[config.mk]
export PLATFORM = sky130hd
export DESIGN_NAME = rgb_fade_seq
export DESIGN_NICKNAME = d
export VERILOG_FILES = /design/src/rtl/rgb_fade_seq_pkg.sv /design/src/rtl/rgb_fade_seq_channel.sv /design/src/rtl/rgb_fade_seq.sv
export SDC_FILE = /design/constraint.sdc
export NUM_CORES = 1
export LEC_CHECK = 0
export ABC_AREA = 1
export CAP_MARGIN = 20
export CORE_AREA = 2 2 131 108
export CTS_CLUSTER_SIZE = 12
export DETAILED_ROUTE_END_ITERATION = 16
export DIE_AREA = 0 0 133 110
export HOLD_SLACK_MARGIN = 0.03
export PLACE_DENSITY = 0.67
export SLEW_MARGIN = 15
export SYNTH_ARGS = -nofsm -noshare
export SYNTH_HDL_FRONTEND = slang
export SYNTH_SLANG_ARGS = --single-unit
[constraint.sdc]
create_clock -name clk_i -period 6.08 [get_ports clk_i]
set_clock_uncertainty 0.15 [all_clocks]
set_input_delay 0.608 -clock clk_i [delete_from_list [all_inputs] [get_ports clk_i]]
set_output_delay 0.608 -clock clk_i [all_outputs]
set_load 0.1 [all_outputs]
[src/rtl/rgb_fade_seq_pkg.sv]
// Shared definitions for the RGB fade sequencer: FSM states, the colour record and the
// fixed eight-entry palette with its duty-ceiling clamp.
package rgb_fade_seq_pkg;

  localparam int PAL_LEN = 8;

  typedef enum logic [1:0] {
    ST_IDLE = 2'd0,
    ST_FADE = 2'd1,
    ST_HOLD = 2'd2
  } state_e;

  typedef struct packed {
    logic [7:0] r;
    logic [7:0] g;
    logic [7:0] b;
  } rgb_t;

  function automatic rgb_t palette(input logic [2:0] idx);
    rgb_t c;
    case (idx)
      3'd0:    c = {8'd124, 8'd0,   8'd0};
      3'd1:    c = {8'd124, 8'd62,  8'd0};
      3'd2:    c = {8'd0,   8'd124, 8'd0};
      3'd3:    c = {8'd0,   8'd124, 8'd124};
      3'd4:    c = {8'd0,   8'd0,   8'd124};
      3'd5:    c = {8'd124, 8'd0,   8'd124};
      3'd6:    c = {8'd124, 8'd124, 8'd124};
      default: c = {8'd0,   8'd0,   8'd0};
    endcase
    return c;
  endfunction

  function automatic logic [7:0] clampDuty(input logic [7:0] v, input logic [7:0] maxDuty);
    return (v > maxDuty) ? maxDuty : v;
  endfunction

  function automatic rgb_t clampRgb(input rgb_t c, input logic [7:0] maxDuty);
    rgb_t o;
    o.r = clampDuty(c.r, maxDuty);
    o.g = clampDuty(c.g, maxDuty);
    o.b = clampDuty(c.b, maxDuty);
    return o;
  endfunction

endpackage

[src/rtl/rgb_fade_seq_channel.sv]
// One colour channel: registered duty that steps toward its target by at most one step
// per update, saturating exactly on the target.
module rgb_fade_seq_channel (
  input  logic       clk_i,
  input  logic       rst_ni,
  input  logic       update_i,
  input  logic [7:0] step_i,
  input  logic [7:0] target_i,
  output logic [7:0] duty_o,
  output logic [7:0] dutyNext_o,
  output logic       atTarget_o
);

  logic [7:0] duty_q;
  logic [7:0] duty_d;
  logic [8:0] diff;
  logic [8:0] delta;
  logic [8:0] sum;

  // Nine-bit arithmetic so a step larger than the remaining distance can never wrap.
  always_comb begin
    diff   = 9'd0;
    delta  = 9'd0;
    sum    = {1'b0, duty_q};
    duty_d = duty_q;
    if (duty_q < target_i) begin
      diff   = {1'b0, target_i} - {1'b0, duty_q};
      delta  = (diff < {1'b0, step_i}) ? diff : {1'b0, step_i};
      sum    = {1'b0, duty_q} + delta;
      duty_d = sum[8] ? 8'hFF : sum[7:0];
    end else if (duty_q > target_i) begin
      diff   = {1'b0, duty_q} - {1'b0, target_i};
      delta  = (diff < {1'b0, step_i}) ? diff : {1'b0, step_i};
      sum    = {1'b0, duty_q} - delta;
      duty_d = sum[8] ? 8'h00 : sum[7:0];
    end
  end

  always_ff @(posedge clk_i or negedge rst_ni) begin
    if (!rst_ni) begin
      duty_q <= 8'd0;
    end else if (update_i) begin
      duty_q <= duty_d;
    end
  end

  assign duty_o     = duty_q;
  assign dutyNext_o = update_i ? duty_d : duty_q;
  assign atTarget_o = (duty_d == target_i);

endmodule

[src/rtl/rgb_fade_seq.sv]
// Colour sequencer feeding the RGB PWM timer: fades the three duties toward each palette
// entry in turn, holds the colour for a fixed number of ticks, then moves on.
module rgb_fade_seq
  import rgb_fade_seq_pkg::*;
#(
  parameter int STEP       = 4,
  parameter int HOLD_TICKS = 50,
  parameter int MAX_DUTY   = 124
) (
  input  logic       clk_i,
  input  logic       rst_ni,
  input  logic       tick_i,
  input  logic       en_i,
  output logic [7:0] dutyR_o,
  output logic [7:0] dutyG_o,
  output logic [7:0] dutyB_o,
  output logic [2:0] seqIdx_o,
  output logic       atTarget_o,
  output logic       wrap_o
);

  localparam int STEP_EFF = (STEP <= 0) ? 1 : ((STEP > 255) ? 255 : STEP);
  localparam int HOLD_EFF = (HOLD_TICKS <= 0) ? 1 : HOLD_TICKS;
  localparam int HW       = $clog2(HOLD_EFF + 1);
  localparam int MAX_EFF  = (MAX_DUTY < 0) ? 0 : ((MAX_DUTY > 255) ? 255 : MAX_DUTY);

  localparam logic [7:0]    STEP_V    = 8'(STEP_EFF);
  localparam logic [7:0]    MAX_V     = 8'(MAX_EFF);
  localparam logic [HW-1:0] HOLD_LOAD = HW'(HOLD_EFF);
  localparam logic [HW-1:0] HOLD_ONE  = HW'(1);
  localparam logic [2:0]    LAST_IDX  = 3'(PAL_LEN - 1);

  state_e        state_q, state_d;
  logic [2:0]    seqIdx_q, seqIdx_d;
  logic [HW-1:0] holdCnt_q, holdCnt_d;
  logic          atTarget_q, atTarget_d;
  logic          wrap_q, wrap_d;
  logic          fadeUpd;
  rgb_t          curTgt;
  rgb_t          nextTgt;
  logic [7:0]    nextR, nextG, nextB;
  logic          atR, atG, atB;

  assign curTgt  = clampRgb(palette(seqIdx_q), MAX_V);
  assign nextTgt = clampRgb(palette(seqIdx_d), MAX_V);
  assign fadeUpd = en_i && tick_i && (state_q == ST_FADE);

  rgb_fade_seq_channel uChanR (
    .clk_i      (clk_i),
    .rst_ni     (rst_ni),
    .update_i   (fadeUpd),
    .step_i     (STEP_V),
    .target_i   (curTgt.r),
    .duty_o     (dutyR_o),
    .dutyNext_o (nextR),
    .atTarget_o (atR)
  );

  rgb_fade_seq_channel uChanG (
    .clk_i      (clk_i),
    .rst_ni     (rst_ni),
    .update_i   (fadeUpd),
    .step_i     (STEP_V),
    .target_i   (curTgt.g),
    .duty_o     (dutyG_o),
    .dutyNext_o (nextG),
    .atTarget_o (atG)
  );

  rgb_fade_seq_channel uChanB (
    .clk_i      (clk_i),
    .rst_ni     (rst_ni),
    .update_i   (fadeUpd),
    .step_i     (STEP_V),
    .target_i   (curTgt.b),
    .duty_o     (dutyB_o),
    .dutyNext_o (nextB),
    .atTarget_o (atB)
  );

  // The hold counter only moves on ticks; the entry advances on the tick that finds it at one.
  always_comb begin
    state_d   = state_q;
    seqIdx_d  = seqIdx_q;
    holdCnt_d = holdCnt_q;
    wrap_d    = 1'b0;
    if (en_i) begin
      case (state_q)
        ST_IDLE: state_d = ST_FADE;
        ST_FADE: begin
          if (tick_i && atR && atG && atB) begin
            state_d   = ST_HOLD;
            holdCnt_d = HOLD_LOAD;
          end
        end
        ST_HOLD: begin
          if (tick_i) begin
            if (holdCnt_q == HOLD_ONE) begin
              seqIdx_d = seqIdx_q + 3'd1;
              state_d  = ST_FADE;
              wrap_d   = (seqIdx_q == LAST_IDX);
            end else begin
              holdCnt_d = holdCnt_q - HOLD_ONE;
            end
          end
        end
        default: state_d = ST_IDLE;
      endcase
    end
  end

  // Looks ahead at the duties and entry that will be current after this edge.
  assign atTarget_d = (nextR == nextTgt.r) && (nextG == nextTgt.g) && (nextB == nextTgt.b);

  always_ff @(posedge clk_i or negedge rst_ni) begin
    if (!rst_ni) begin
      state_q    <= ST_IDLE;
      seqIdx_q   <= 3'd0;
      holdCnt_q  <= '0;
      atTarget_q <= 1'b0;
      wrap_q     <= 1'b0;
    end else begin
      state_q   <= state_d;
      seqIdx_q  <= seqIdx_d;
      holdCnt_q <= holdCnt_d;
      wrap_q    <= wrap_d;
      if (en_i) begin
        atTarget_q <= atTarget_d;
      end
    end
  end

  assign seqIdx_o   = seqIdx_q;
  assign atTarget_o = atTarget_q;
  assign wrap_o     = wrap_q;

endmodule
# After elaboration in Yosys (flattened, before gate mapping)
# Index checks and enable logic that the tools add are counted.
dict set report word_totals {
  regBits 37
  in_bits 4
  output_inout_bits 29
  wordCells 124
}
dict set report classes {
  n_addsub 14
  order_cmp 18
  eq_ne 26
  n_mux 45
  n_reduce_logical 13
}
# cell n
set ops {}
lappend ops {{$pmux W23 S7} 2}
lappend ops {{$mux W8} 21}
lappend ops {{$lt A9 B3 Y1 const B} 6}
lappend ops {{$mux W9} 6}
lappend ops {{$sub A8 B8 Y9} 6}
lappend ops {{$eq A8 B8 Y1} 6}
lappend ops {{$gt A8 B7 Y1 const B} 6}
lappend ops {{$add A8 B9 Y9} 3}
lappend ops {{$sub A8 B9 Y9} 3}
lappend ops {{$gt A8 B8 Y1} 3}
lappend ops {{$lt A8 B8 Y1} 3}
lappend ops {{$eq A3 B3 Y1 const B} 7}
lappend ops {{$mux W6} 3}
lappend ops {{$eq A3 B2 Y1 const B} 4}
lappend ops {{$mux W3} 4}
lappend ops {{$pmux W6 S2} 1}
lappend ops {{$logic_and A1 B1 Y1} 7}
lappend ops {{$eq A3 B1 Y1 const B} 2}
lappend ops {{$eq A6 B1 Y1 const B} 1}
lappend ops {{$logic_not A3 Y1} 2}
lappend ops {{$mux W2} 3}
lappend ops {{$ne A2 B2 Y1 const B} 3}
lappend ops {{$pmux W2 S3} 1}
lappend ops {{$sub A6 B1 Y6 const B} 1}
lappend ops {{9 further kinds} 12}

# Logic depth before layout (Yosys ltp)
dict set report depth {
  depth_word 17
  mapped_depth 40
  mapped_depth_nobuf 40
}

# Hierarchy
# A second synthesis with hierarchy kept.
dict set report unflattened {
  cells_unflattened 1515
  hier_area_um2 9260.1
}
# mod n_inst cells_per_inst area_per_inst_um2 seq_area_each_um2
set modules_own_cells {}
lappend modules_own_cells {{rgb_fade_seq_channel (uChanG)} 1 460 2762.6 200.2}
lappend modules_own_cells {{rgb_fade_seq_channel (uChanB)} 1 456 2755.1 200.2}
lappend modules_own_cells {{rgb_fade_seq_channel (uChanR)} 1 434 2647.5 200.2}
lappend modules_own_cells {rgb_fade_seq 1 165 1094.8 325.3}

# Worst setup path before layout
# Ideal clock, no wire load.
dict set report synth_timing {
  path_type {reg2reg}
  start {register seqIdx_q[0], in the netlist seqIdx_o[0]}
  end {register holdCnt_q[0]}
  setup_ps 118
  arrival_time_ps 5111
  required_time_ps 5812
  path_slack_ps 702
  path_stages_with_launch 39
  n_path_buf 0
  synth_period_minus_slack_ps 5378
  cell_sequence {dfrtp_1 -> inv_1 -> ha_1 -> nor2_1 -> inv_1 -> o22ai_1 -> inv_1 -> ha_1 -> fa_1 -> inv_1 -> nand2_1 -> nand2_1 -> nand3_1 -> nand2_1 -> nand3_1 -> nor2_2 -> inv_1 -> nor2_1 -> (+3 left out) -> nand2_1 -> nand2_1 -> nand2_1 -> nor2_1 -> nor2_1 -> inv_1 -> nand2_1 -> nand2_1 -> nor2_1 -> nand2_1 -> nand2_1 -> nand2_1 -> nor2_2 -> nand2_2 -> nand2_4 -> nand3_4 -> nand2_1 -> nand2_1}
}
dict set report synth_between {
  elab_chain_cells 17
  elab_cells_between_ends 64
  classes_between {add/sub: 12; order compare: 15; eq/ne: 10; mux: 22; reduce/logical: 5}
}
# element line_no
set synth_lines {}
lappend synth_lines {{start, declared} rgb_fade_seq.sv:34} ;# logic [2:0] seqIdx_q, seqIdx_d;
lappend synth_lines {{start signal, assigned} rgb_fade_seq.sv:124} ;# seqIdx_q <= seqIdx_d;
lappend synth_lines {{$eq A3 B3 Y1, or another cell as far along} rgb_fade_seq_pkg.sv:21} ;# case (idx)
lappend synth_lines {{$pmux W23 S7 *} rgb_fade_seq_pkg.sv:21}
lappend synth_lines {{$gt A8 B7 Y1} rgb_fade_seq_pkg.sv:35} ;# return (v > maxDuty) ? maxDuty : v;
lappend synth_lines {{$mux W8} rgb_fade_seq_pkg.sv:35}
lappend synth_lines {{$sub A8 B8 Y9} rgb_fade_seq_channel.sv:32} ;# diff = {1'b0, duty_q} - {1'b0, target_i};
lappend synth_lines {{$lt A9 B3 Y1} rgb_fade_seq_channel.sv:33} ;# delta = (diff < {1'b0, step_i}) ? diff : {1'b0, step_i};
lappend synth_lines {{$mux W9} rgb_fade_seq_channel.sv:33}
lappend synth_lines {{$sub A8 B9 Y9} rgb_fade_seq_channel.sv:34} ;# sum = {1'b0, duty_q} - delta;
lappend synth_lines {{$mux W8} rgb_fade_seq_channel.sv:35} ;# duty_d = sum[8] ? 8'h00 : sum[7:0];
lappend synth_lines {{$mux W8} rgb_fade_seq_channel.sv:31} ;# end else if (duty_q > target_i) begin
lappend synth_lines {{$mux W8} rgb_fade_seq_channel.sv:26} ;# if (duty_q < target_i) begin
lappend synth_lines {{$eq A8 B8 Y1} rgb_fade_seq_channel.sv:49} ;# assign atTarget_o = (duty_d == target_i);
lappend synth_lines {{$logic_and A1 B1 Y1 (2 in a row)} rgb_fade_seq.sv:91} ;# if (tick_i && atR && atG && atB) begin
lappend synth_lines {{$logic_and A1 B1 Y1 *} rgb_fade_seq.sv:91}
lappend synth_lines {{$ne A2 B1 Y1 (no source line) *} --}
lappend synth_lines {{$reduce_and A5 Y1 (no source line) *} --}
lappend synth_lines {{end signal, assigned} rgb_fade_seq.sv:125} ;# holdCnt_q <= holdCnt_d;
lappend synth_lines {{end, declared} rgb_fade_seq.sv:35} ;# logic [HW-1:0] holdCnt_q, holdCnt_d;
# Mark *: on every way between the ends. The rest lies on a longest branch, timed or not.
# A chain may end at the register's enable or synchronous reset.

# Final worst setup path
dict set report layout_timing {
  start {register seqIdx_q[0], in the netlist seqIdx_o[0]}
  end {register holdCnt_q[5]}
}
# The elaborated chain is that of the path after synthesis.

==> impl_metrics.csv <==
group,metric,value,unit
critical_path,cp_max_fo,10,
final_layout,drive_above_1_share,6.70,%
synth,yosys_warnings,0,
final_layout,insertedDiodeCount,0,
floorplanning,core_area,13300,sq um
timing,min_period,5370,ps
clock_tree,cts.sink_count,37,
synth,avgSynthCellArea,5.92,sq um
synth,yosysSeqAreaShare,14.2,%
placement,pre_cts_ws,774,ps
drt,routedWlPerCell,12.8,um
timing,finalCritPeriodShare,88.4,%
placement,hpwl,14.1,mm
timing,rsz0062_at_grt,"no",
drt,first_pass_iters,7,
run,maxCapViolations,0,
drt,top_layer,"met4",
critical_path,worstSetupEndpointType,"register",
timing,maxSlewViolCount,0,
floorplanning,rows,38,
clock_tree,cts_buffer_depth,2,
grt,grt_max_degree,38,
drt,post-route-drc-count,0,
drt,antenna_left,0,
min_path,min_path_type,"in2async",
clock_tree,clk_pin_slew_worst_paths,50,ps
synth,synth_area,6510,sq um
floorplanning,start_util,49.1,%
grt,grt_pass1_vias,6073,
drt,wl_met3,758,um
timing,hold_viol,0,
synth,syn_inst,1101,
floorplanning,dieWidth,133,um
clock_tree,cts-resized-gates,0,
placement,io_buffers,32,
critical_path,reg2reg_from,"seqIdx_o[0]",
final_layout,num-nets-final,1254,
synth,synth-seq-cells,37,
floorplanning,fp.dieH,110,um
critical_path,startpoint,"seqIdx_o[0]",
critical_path,cp_num_buf_inv,8,
drt,dr_wl_met2,7.26,mm
drt,vias_per_cell,5.08,
clock_tree,cts_setup_buffers,0,
placement,gp_congestion,0.912,
timing,final.setup.worst_slack,706,ps
critical_path,cp_slowest_cell,"dfrtp_1",
critical_path,path_common_cell,"nand2_1",
drt,drt-met1-wl,9.11,mm
grt,antenna_found_initial,0,
critical_path,worstPathRequired,6090,ps
status,status,"finished, final reports clean",
critical_path,slowest_delay,470,ps
grt,grt_pass1_wl,28.9,mm
clock_tree,clock_latency,270,ps
timing,worstMarginPinSlew,992,ps
grt,grt_overflow_total,0,
drt,wl,17.3,mm
clock_tree,cts_tree,"yes",
timing,max_freq,0.186,GHz
timing,setup_violations,0,
critical_path,crit_type,"reg2reg",
final_layout,area_growth,12.1,%
timing,slew-limit-headroom,33.4,%
final_layout,num-fill-cells,1368,
timing,setup_tns,0,ps
critical_path,cp_top_family,"simple AND/OR/NAND/NOR gates",
clock_tree,h-tree-depth,2,
grt,grtUsageTotal,24.0,%
critical_path,crit_path_start_kind,"register",
clock_tree,numCtsBuffers,5,
synth,synth_cell_types,42,
drt,detail_route.iter0.violations,457,
clock_tree,clockRootBuffer,"clkbuf_16",
clock_tree,holdBufCountCts,0,
drt,vias,6826,
critical_path,crit_arrival,5390,ps
floorplanning,io_pins,33,
floorplanning,die_area,14600,sq um
[logic make-up after synthesis]
group,synth area share (%)
compound gates,12.2
xor+xnor,2.82
fa+ha+maj,16.9
buf+inv,11.0
flops,14.2
other cells,0.115
simple gates,42.7
[Yosys cell counts]
master	number	area share (%)
a21boi_0	4	0.46
fa_1	5	1.5
o21ai_2	3	0.40
nor3_1	9	0.69
o22ai_1	1	0.096
o211ai_1	2	0.23
and2_1	4	0.38
nor2_4	2	0.35
a21oi_2	1	0.13
ha_1	80	15
o21bai_1	3	0.35
or2_2	3	0.29
o2bb2ai_1	1	0.13
nor3_2	1	0.15
conb_1	2	0.12
o21ai_0	22	1.7
clkbuf_1	7	0.40
xor2_1	11	1.5
nand3_1	98	7.5
inv_1	168	9.7
inv_2	10	0.58
nor2_1	84	4.8
clkinv_1	2	0.12
nor2_2	12	1.2
nand2_2	19	1.8
nand4_1	27	2.6
a211oi_1	7	0.81
o21ai_4	1	0.25
nand3_4	1	0.27
a31oi_1	2	0.19
nand2_4	9	1.6
buf_4	1	0.12
o21ai_1	21	1.6
nand3b_1	3	0.35
xnor2_1	10	1.3
nor3b_1	1	0.12
buf_2	2	0.15
a21oi_1	68	5.2
dfrtp_1	37	14
nand3_2	4	0.61
nand2_1	348	20
o21a_1	5	0.58
[sequential cells by signal, summed over array words and instances, names as in the netlist]
signal	cells
atTarget_o	1
holdCnt_q	6
seqIdx_o	3
state_q	2
uChanB.duty_o	8
uChanG.duty_o	8
uChanR.duty_o	8
wrap_o	1
[worst register-to-register path: cells and delay by family, from the launching register on]
family | cells | cell delay [ps]
AOI/OAI and AO/OA | 2 | 350
adders and majority gates | 4 | 1150
buffers and inverters | 8 | 830
DFF | 1 | 470
and+or+nand+nor | 25 | 2310
[cell type report]
cell class / count / area (sq um) / share of cell area (%)
Inverter: 180 / 676 / 9.25
Timing Repair Buffer: 37 / 353 / 4.83
Sequential cell: 37 / 926 / 12.7
Clock buffer: 7 / 143 / 1.95
Tap cell: 180 / 225 / 3.08
Multi-Input combinational cell: 904 / 4980 / 68.2
[metrics by stage]
step / utilization [%] / hold WS (ps) / instance area, sq um / std cells
after floorplan: - / 162 / 6630 / 1131
after global placement: 54.0 / 305 / 7160 / 1338
after detailed placement: 54.0 / 310 / 7160 / 1338
after CTS: 55.1 / 307 / 7300 / 1345
after global routing: 55.1 / 349 / 7300 / 1345
final: 55.1 / 270 / 7300 / 1345
[layer usage]
| metal | up-vias | GRT usage (%) |
|---|---|---|
| li1 | 3622 | - |
| met1 | 3039 | 36.6 |
| met2 | 150 | 37.7 |
| met3 | 15 | 2.06 |
| met4 | 0 | 3.46 |
| met5 | - | 0 |
[path summary, 6_finish.rpt]
check                              endpoint  slack (ps)  depth (start not counted)
setup / recovery               holdCnt_q[5]         710                         39
hold / removal             uChanG.duty_o[3]         270                          1
setup reg to reg               holdCnt_q[5]         710                         39
hold reg to reg                  state_q[0]         320                          2
max in group asynchronous  uChanB.duty_o[4]        4990                          1
min in group clk_i               state_q[0]         320                          2
[layout by cell type, fill, tap and decap left out, types with 5 or more instances in the layout]
master           netlist  layout
a21oi_1               68      68
fa_1                   5       5
inv_1                168     168
xor2_1                11      11
nor3_1                 9       9
ha_1                  80      80
nand2_1              348     348
nor2_2                12      12
clkdlybuf4s50_1        0      31
conb_1                 2      32
inv_2                 10      10
nor2_1                84      84
nand2_4                9       9
o21a_1                 5       5
xnor2_1               10      10
dfrtp_1               37      37
nand3_1               98      98
o21ai_0               22      22
buf_4                  1       5
clkbuf_16              0       5
nand2_2               19      19
o21ai_1               21      21
nand4_1               27      27
a211oi_1               7       7
Power is not shown: default switching activity piles up to over one toggle a cycle in this logic, so the estimate is an artifact.
